File: config.mk
export PLATFORM = sky130hd
export DESIGN_NAME = rtc_bus_driver
export DESIGN_NICKNAME = d
export VERILOG_FILES = /design/src/rtl/rtc_bus_driver.sv
export SDC_FILE = /design/constraint.sdc
export NUM_CORES = 1
export LEC_CHECK = 0
export ABC_AREA = 1
export BUFFER_PORTS_ARGS = -buffer_cell sky130_fd_sc_hd__buf_2
export CAP_MARGIN = 20
export CORE_MARGIN = 2
export CORE_UTILIZATION = 35
export DETAILED_ROUTE_END_ITERATION = 7
export GPL_ROUTABILITY_DRIVEN = 0
export SLEW_MARGIN = 10
export SYNTH_ARGS = -nofsm -noshare
export SYNTH_HDL_FRONTEND = slang
export SYNTH_SLANG_ARGS = --single-unit
export TNS_END_PERCENT = 5
File: constraint.sdc
create_clock -name clk -period 2.3 [get_ports clk]
set_input_delay 0.115 -clock clk [delete_from_list [all_inputs] [get_ports clk]]
set_output_delay 0.115 -clock clk [all_outputs]
set_load 0.03 [all_outputs]
File: src/rtl/rtc_bus_driver.sv
// ============================================================================
// Module      : rtc_bus_driver
// Description : Timed multiplexed address/data bus-cycle engine for the RTC
//               port (address/ALE, CS+WR or CS+RD, recovery, done handshake).
// Revision    : 1.0 - initial release
// ============================================================================
`default_nettype none

module rtc_bus_driver #(
    parameter int T_PHASE = 4
) (
    input  logic       clk,
    input  logic       reset,
    input  logic       contro_escribe,
    input  logic       contro_lee,
    input  logic       contro_listo,
    input  logic [7:0] Dir,
    input  logic [7:0] Dato,
    input  logic [7:0] ad_in,
    output logic [7:0] ad_out,
    output logic       ad_oe,
    output logic       ale,
    output logic       cs_n,
    output logic       rd_n,
    output logic       wr_n,
    output logic [7:0] dato_leido,
    output logic       dato_valido,
    output logic       fin,
    output logic       busy
);

    localparam logic [2:0] S_IDLE     = 3'd0;
    localparam logic [2:0] S_ADDR     = 3'd1;
    localparam logic [2:0] S_HOLD     = 3'd2;
    localparam logic [2:0] S_DATA     = 3'd3;
    localparam logic [2:0] S_RECOV    = 3'd4;
    localparam logic [2:0] S_DONE     = 3'd5;
    localparam logic [2:0] S_WAIT_CLR = 3'd6;

    localparam logic [3:0] c_last = 4'(T_PHASE - 1);

    logic [2:0] r_state;
    logic [2:0] w_next;
    logic [3:0] r_cnt;
    logic       r_is_write;
    logic [7:0] r_addr;
    logic [7:0] r_data;
    logic [7:0] r_hold;

    logic [7:0] r_ad_out;
    logic       r_ad_oe;
    logic       r_ale;
    logic       r_cs_n;
    logic       r_rd_n;
    logic       r_wr_n;
    logic [7:0] r_dato_leido;
    logic       r_dato_valido;
    logic       r_fin;
    logic       r_busy;

    logic       w_start;
    logic       w_phase_end;
    logic       w_timed;
    logic [7:0] w_addr;
    logic [7:0] w_ad_out;
    logic       w_ad_oe;
    logic       w_ale;
    logic       w_cs_n;
    logic       w_rd_n;
    logic       w_wr_n;
    logic       w_fin;
    logic       w_dato_valido;
    logic       w_busy;

    assign w_start     = (r_state == S_IDLE) && !contro_listo && (contro_escribe || contro_lee);
    assign w_phase_end = (r_cnt == c_last);
    assign w_timed     = (r_state == S_ADDR) || (r_state == S_HOLD) ||
                         (r_state == S_DATA) || (r_state == S_RECOV);
    // On the IDLE exit edge the capture registers are not yet loaded.
    assign w_addr      = (r_state == S_IDLE) ? Dir : r_addr;

    // State, counter, captures and registered pins
    always_ff @(posedge clk) begin
        if (reset) begin
            r_state       <= S_IDLE;
            r_cnt         <= 4'd0;
            r_is_write    <= 1'b0;
            r_addr        <= 8'h00;
            r_data        <= 8'h00;
            r_hold        <= 8'h00;
            r_ad_out      <= 8'h00;
            r_ad_oe       <= 1'b0;
            r_ale         <= 1'b0;
            r_cs_n        <= 1'b1;
            r_rd_n        <= 1'b1;
            r_wr_n        <= 1'b1;
            r_dato_leido  <= 8'h00;
            r_dato_valido <= 1'b0;
            r_fin         <= 1'b0;
            r_busy        <= 1'b0;
        end else begin
            r_state <= w_next;
            if (w_next != r_state || !w_timed)
                r_cnt <= 4'd0;
            else
                r_cnt <= r_cnt + 4'd1;

            if (w_start) begin
                r_addr     <= Dir;
                r_data     <= Dato;
                r_is_write <= contro_escribe;
            end

            if (r_state == S_DATA && w_phase_end && !r_is_write)
                r_hold <= ad_in;
            if (w_dato_valido)
                r_dato_leido <= r_hold;

            r_ad_out      <= w_ad_out;
            r_ad_oe       <= w_ad_oe;
            r_ale         <= w_ale;
            r_cs_n        <= w_cs_n;
            r_rd_n        <= w_rd_n;
            r_wr_n        <= w_wr_n;
            r_dato_valido <= w_dato_valido;
            r_fin         <= w_fin;
            r_busy        <= w_busy;
        end
    end

    always_comb begin
        w_next = r_state;
        case (r_state)
            S_IDLE:     if (w_start)     w_next = S_ADDR;
            S_ADDR:     if (w_phase_end) w_next = S_HOLD;
            S_HOLD:     if (w_phase_end) w_next = S_DATA;
            S_DATA:     if (w_phase_end) w_next = S_RECOV;
            S_RECOV:    if (w_phase_end) w_next = S_DONE;
            S_DONE:                      w_next = S_WAIT_CLR;
            S_WAIT_CLR: if (!contro_escribe && !contro_lee) w_next = S_IDLE;
            default:                     w_next = S_IDLE;
        endcase
    end

    // Pin values are decoded from the next state so they appear in the same
    // cycle as the state they belong to, while staying fully registered.
    always_comb begin
        w_ad_out      = r_ad_out;
        w_ad_oe       = 1'b0;
        w_ale         = 1'b0;
        w_cs_n        = 1'b1;
        w_rd_n        = 1'b1;
        w_wr_n        = 1'b1;
        w_fin         = 1'b0;
        w_dato_valido = 1'b0;
        w_busy        = (w_next != S_IDLE);
        case (w_next)
            S_ADDR: begin
                w_ad_out = w_addr;
                w_ad_oe  = 1'b1;
                w_ale    = 1'b1;
            end
            S_HOLD: begin
                w_ad_out = r_addr;
                w_ad_oe  = 1'b1;
            end
            S_DATA: begin
                w_cs_n = 1'b0;
                if (r_is_write) begin
                    w_ad_out = r_data;
                    w_ad_oe  = 1'b1;
                    w_wr_n   = 1'b0;
                end else begin
                    w_rd_n = 1'b0;
                end
            end
            S_DONE: begin
                w_fin         = 1'b1;
                w_dato_valido = !r_is_write;
            end
            default: ;
        endcase
    end

    assign ad_out      = r_ad_out;
    assign ad_oe       = r_ad_oe;
    assign ale         = r_ale;
    assign cs_n        = r_cs_n;
    assign rd_n        = r_rd_n;
    assign wr_n        = r_wr_n;
    assign dato_leido  = r_dato_leido;
    assign dato_valido = r_dato_valido;
    assign fin         = r_fin;
    assign busy        = r_busy;

endmodule

`default_nettype wire

# Yosys cells after proc, flatten, opt, wreduce, memory -nomap -nowiden
# Cells that the tools add are included.
[totals] output_inout_bits=24 word_cells=70 register_bits=56
[op_classes] reduce_logical=22 add_sub_neg=1 mux=17 bitwise=1 eq_ne=13
[op_table] operator="8-bit case mux with 3 select lines" count=1
[op_table] operator="3-bit case mux with 7 select lines" count=1
[op_table] operator="3-bit 2-to-1 mux" count=6
[op_table] operator="8-bit 2-to-1 mux" count=2
[op_table] operator="3-bit by 2-bit equality test with 1-bit output (second input constant)" count=4
[op_table] operator="3-bit equality test (second input constant)" count=4
[op_table] operator="3-bit by 1-bit equality test with 1-bit output (second input constant)" count=2
[op_table] operator="1-bit 2-to-1 mux" count=6
[op_table] operator="3-bit nonzero test" count=2
[op_table] operator="2-bit OR reduction" count=3
[op_table] operator="1-bit logical AND" count=5
[op_table] operator="1-bit logical NOT" count=5
[op_table] operator="1-bit logical OR" count=5
[op_table] operator="4-bit by 1-bit adder with 4-bit output (second input constant)" count=1
[op_table] operator="4-bit by 2-bit equality test with 1-bit output (second input constant)" count=1
[op_table] operator="3-bit logical NOT" count=1
[op_table] operator="3-bit != test" count=1
[op_table] operator="2-bit != test (second input constant)" count=1
[op_table] operator="1-bit case mux with 2 select lines" count=1
[op_table] operator="2-bit AND reduction" count=1
[op_table] operator="1-bit NOT" count=1

# Depth between registers and ports, before layout
[logic_depth] ltp_word=8 ltp_mapped=13 mapped_depth_nobuf=12

# Least setup slack after synthesis
# OpenSTA, ideal clock, no wires.
[synth_timing] path_kind="register to register" start="register r_cnt[0]" end="register r_busy (netlist: busy)" synth_period_minus_slack_ns=1.619 path_buffers=1 slack_ns=0.681 arrival_ns=1.492 path_stages_with_launch=10 path_cell_list="dfxtp_1 ha_1 nand2_1 nand2_1 nand2_2 nand3_2 buf_6 nand2_2 inv_2 or3_1"
[synth_between] elab_chain_cells=4 elab_cells_between_ends=7 cone_classes="1 x eq/ne; 5 x mux; 1 x reduce/logical"
[synth_rtl] item="start: declaration" line="44" text="logic [3:0] r_cnt;"
[synth_rtl] item="start signal: assignment" line="106" text="r_cnt <= r_cnt + 4'd1;"
[synth_rtl] item="4-bit by 2-bit equality test with 1-bit output *" line="76" text="assign w_phase_end = (r_cnt == c_last);"
[synth_rtl] item="3-bit 2-to-1 mux, on equally long branches"
[synth_rtl] item="3-bit case mux with 7 select lines *" line="133" text="case (r_state)"
[synth_rtl] item="3-bit nonzero test *" line="156" text="w_busy = (w_next != S_IDLE);"
[synth_rtl] item="end signal: assignment" line="127" text="r_busy <= w_busy;"
[synth_rtl] item="end: declaration" line="59" text="logic r_busy;"
# Mark *: on every way between the ends. The rest lies on a longest branch, timed or not.
# A chain may end at the register's enable or synchronous reset.

# Worst setup path in the final report
[layout_timing] start="register r_state[1]" end="register r_ad_out[1] (netlist: ad_out[1])"
[layout_between] elab_chain_cells=8 elab_cells_between_ends=24 cone_classes="10 x eq/ne; 9 x mux; 5 x reduce/logical"
[layout_rtl] item="start: declaration" line="42" text="logic [2:0] r_state;"
[layout_rtl] item="start signal: assignment" line="102" text="r_state <= w_next;"
[layout_rtl] item="3-bit logical NOT" line="75, 80, 133"
[layout_rtl] item="1-bit logical AND (2 in series)" line="75" text="assign w_start = (r_state == S_IDLE) && !contro_listo && (contro_escribe || contro_lee);"
[layout_rtl] item="3-bit 2-to-1 mux" line="134" text="S_IDLE: if (w_start) w_next = S_ADDR;"
[layout_rtl] item="3-bit case mux with 7 select lines" line="133"
[layout_rtl] item="3-bit by 2-bit equality test with 1-bit output / 3-bit by 1-bit equality test with 1-bit output (equally long branches)" line="157" text="case (w_next)"
[layout_rtl] item="2-bit != test (no line) / 3-bit nonzero test (equally long branches)"
[layout_rtl] item="2-bit AND reduction (no line)"
[layout_rtl] item="end signal: assignment" line="119" text="r_ad_out <= w_ad_out;"
[layout_rtl] item="end: declaration" line="50" text="logic [7:0] r_ad_out;"
# Several ways; a longest one is shown, not always the timed one.

==> impl_metrics.toml <==
[run_status]
status = "completed"

[final_layout]
drive_gt1_share_pct = 22.6
syn_to_final_growth_pct = 17.4
final_nets = 409
antennaDiodeCount = 0
post-route-util_pct = 42.0

[power_and_ir_drop]
total_power_uw = 1930
power_density_nw_per_um2 = 687
p_leak_uw = 0.00131
vdd_drop_max_v = 0.000220

[timing]
finalCriticalPeriod_ns = 1.90
fin_crit_sh_pct = 82.5
holdWs_ns = 0.0317
tightest_slew_ns = 0.420
setup_viol = 0
final_hold_viol_count = 0
fin_skew_ns = 0.0162
rsz0062_at_grt = "no"
slew_violations = 0
slew_headroom_pct = 71.9
fmax_mhz = 527
finalSetupTns_ns = 0

[grt]
grt_overflow = 0
groute.usage.overall_pct = 15.1
antenna_found_initial = 0
grt_pass1_vias = 1954
grt_max_degree = 33
grt_pass1_wl_um = 8960

[hold_path]
hold_class = "in -> reg"

[floorplanning]
pin_count = 53
die_w_um = 86.6
initial_core_util_pct = 35.8
core_um2 = 6680
placementRows = 30
die_h_um = 86.6
dieArea_um2 = 7500

[yosys]
synth_fp_nets = 359
synthCells = 329
synth.distinct_cells = 25
synth_area_per_cell_um2 = 7.26
synth-seq-cells = 56
ys_seq_area_share_pct = 46.9
synthesis.area_um2 = 2390
yosys_warnings = 0

[clock_tree]
cts_buffer_depth = 2
cts-root-buf = "clkbuf_8"
cts_hold_buf = 0
cts_inserted_buffers = 5
cts_setup_buffers = 0
ctsResizeCount = 0
clk_latency_ns = 0.33
clock-sinks = 56
htree_levels = 2
tritoncts = "built"
cts.reportedPaths.clkPinSlew_ns = 0.12

[routing]
drcViolationCount = 0
first_pass_iters = 4
wl_per_cell_um = 11.5
ant_nets = 0
via_count = 2124
wl_met1_um = 2590
wl_met3_um = 329
drt-initial-drc-count = 121
wl_met2_um = 2320
wl_um = 5310
vias_per_cell = 4.62
top_layer = "met4"

[worst_setup_path]
path_cells = "nor2_4 -> inv_2 -> nor2_4 -> nand2_2 -> nand3_2 -> nand3_2 -> nand2_2 -> inv_4 -> nor2_1 -> nor2_1"
start_kind = "flop"
critical_path_buf_inv_count = 2
max_stage_delay_ns = 0.43
crit_slowest_cell = "dfxtp_1"
cp_max_fo = 12
arrival_ns = 2.11
crit_path_end_kind = "flop"
critPathKind = "reg -> reg"
worstPathRequired_ns = 2.52
crit_family = "simple AND/OR/NAND/NOR gates"

[place]
dp_hpwl_um = 3830
port_buffers = 52

[job]
drv_cap = 0
[flip-flops by register name (all words and copies together), names as in the netlist]
name         count
ad_out           8
dato_leido       8
r_addr           8
r_data           8
r_hold           8
r_cnt            4
r_state          3
ad_oe            1
ale              1
busy             1
cs_n             1
dato_valido      1
fin              1
r_is_write       1
rd_n             1
wr_n             1
[final timing paths]
path	startpoint	slack (ns)	end	depth (start not counted)
hold / removal	Dato[1]	0.03	r_data[1]	3
hold reg to reg	r_is_write	0.44	wr_n	1
setup reg to reg	r_state[1]	0.40	ad_out[1]	10
setup / recovery	r_state[1]	0.40	ad_out[1]	10
[stage by stage]
step	std cells	cell area (um2)	setup slack, ns
2_1_floorplan	329	2390	0.681
3_3_place_gp	452	2710	0.513
3_5_place_dp	452	2710	0.435
4_1_cts	460	2810	0.416
5_1_grt	460	2810	0.209
6_report	460	2810	0.403
[where the power goes]
| part | switching (uW) | total [uW] | internal (uW) | leakage [uW] |
|---|---|---|---|---|
| Sequential | 28.4 | 1050 | 1020 | 0.000458 |
| Clock | 354 | 579 | 225 | 0.0000491 |
| Combinational | 196 | 299 | 103 | 0.000800 |
[layer usage]
metal,vias up,GRT usage [%]
li1,1151,-
met1,914,21.0
met2,53,22.7
met3,6,3.90
met4,0,4.83
met5,-,0
[cell families after synthesis]
family / Yosys count / synth area share (%)
AOI/OAI and AO/OA: 44 / 9.53
buffers and inverters: 43 / 7.75
xor gates and xnor gates: 1 / 0.367
and+or+nand+nor: 184 / 34.9
adders and majority gates: 1 / 0.523
DFF: 56 / 46.9
[synth_stat cells]
cell type	n	area, um2
a211oi_1	2	15.0
a21oi_1	17	85.1
buf_2	2	10.0
buf_4	1	7.51
buf_6	2	22.5
clkbuf_1	8	30.0
dfxtp_1	56	1120
ha_1	1	12.5
inv_1	23	86.3
inv_2	6	22.5
inv_4	1	6.26
nand2_1	59	221
nand2_2	6	37.5
nand3_1	34	170
nand3_2	4	40.0
nand3b_1	8	60.1
nor2_1	66	248
nor2_2	1	6.26
nor2_4	3	33.8
nor3_1	1	5.00
o211ai_1	1	7.51
o21ai_0	24	120
or2_2	1	6.26
or3_1	1	6.26
xor2_1	1	8.76
[tightest hold or removal path, delay by kind of cell]
family / cells / cell delay [ns]
buffers and inverters: 1 / 0.07
and+or+nand+nor: 1 / 0.08
AOI/OAI and AO/OA: 1 / 0.07
[final cells by class]
class | count | area (um2)
clock buffers | 5 | 68.8
well taps | 80 | 100
repair buffers | 56 | 290
multi-input cells | 230 | 1080
fillers | 719 | 3880
clock inverters | 3 | 26.3
flip-flops and latches | 56 | 1120
inverters | 30 | 115
[cells in the final DEF, fill, tap and decap left out, types with 2 or more instances in the layout]
| cell type | count |
|---|---|
| a211oi_1 | 2 |
| inv_2 | 6 |
| buf_2 | 52 |
| clkbuf_8 | 5 |
| nand3_1 | 34 |
| nand2_2 | 6 |
| nand2_1 | 59 |
| buf_4 | 4 |
| inv_6 | 2 |
| nor2_4 | 3 |
| inv_1 | 23 |
| nand3_2 | 4 |
| nand3b_1 | 8 |
| dfxtp_1 | 56 |
| a21oi_1 | 17 |
| o21ai_0 | 24 |
| nor2_1 | 66 |
Power figures use the tool's default switching activity.
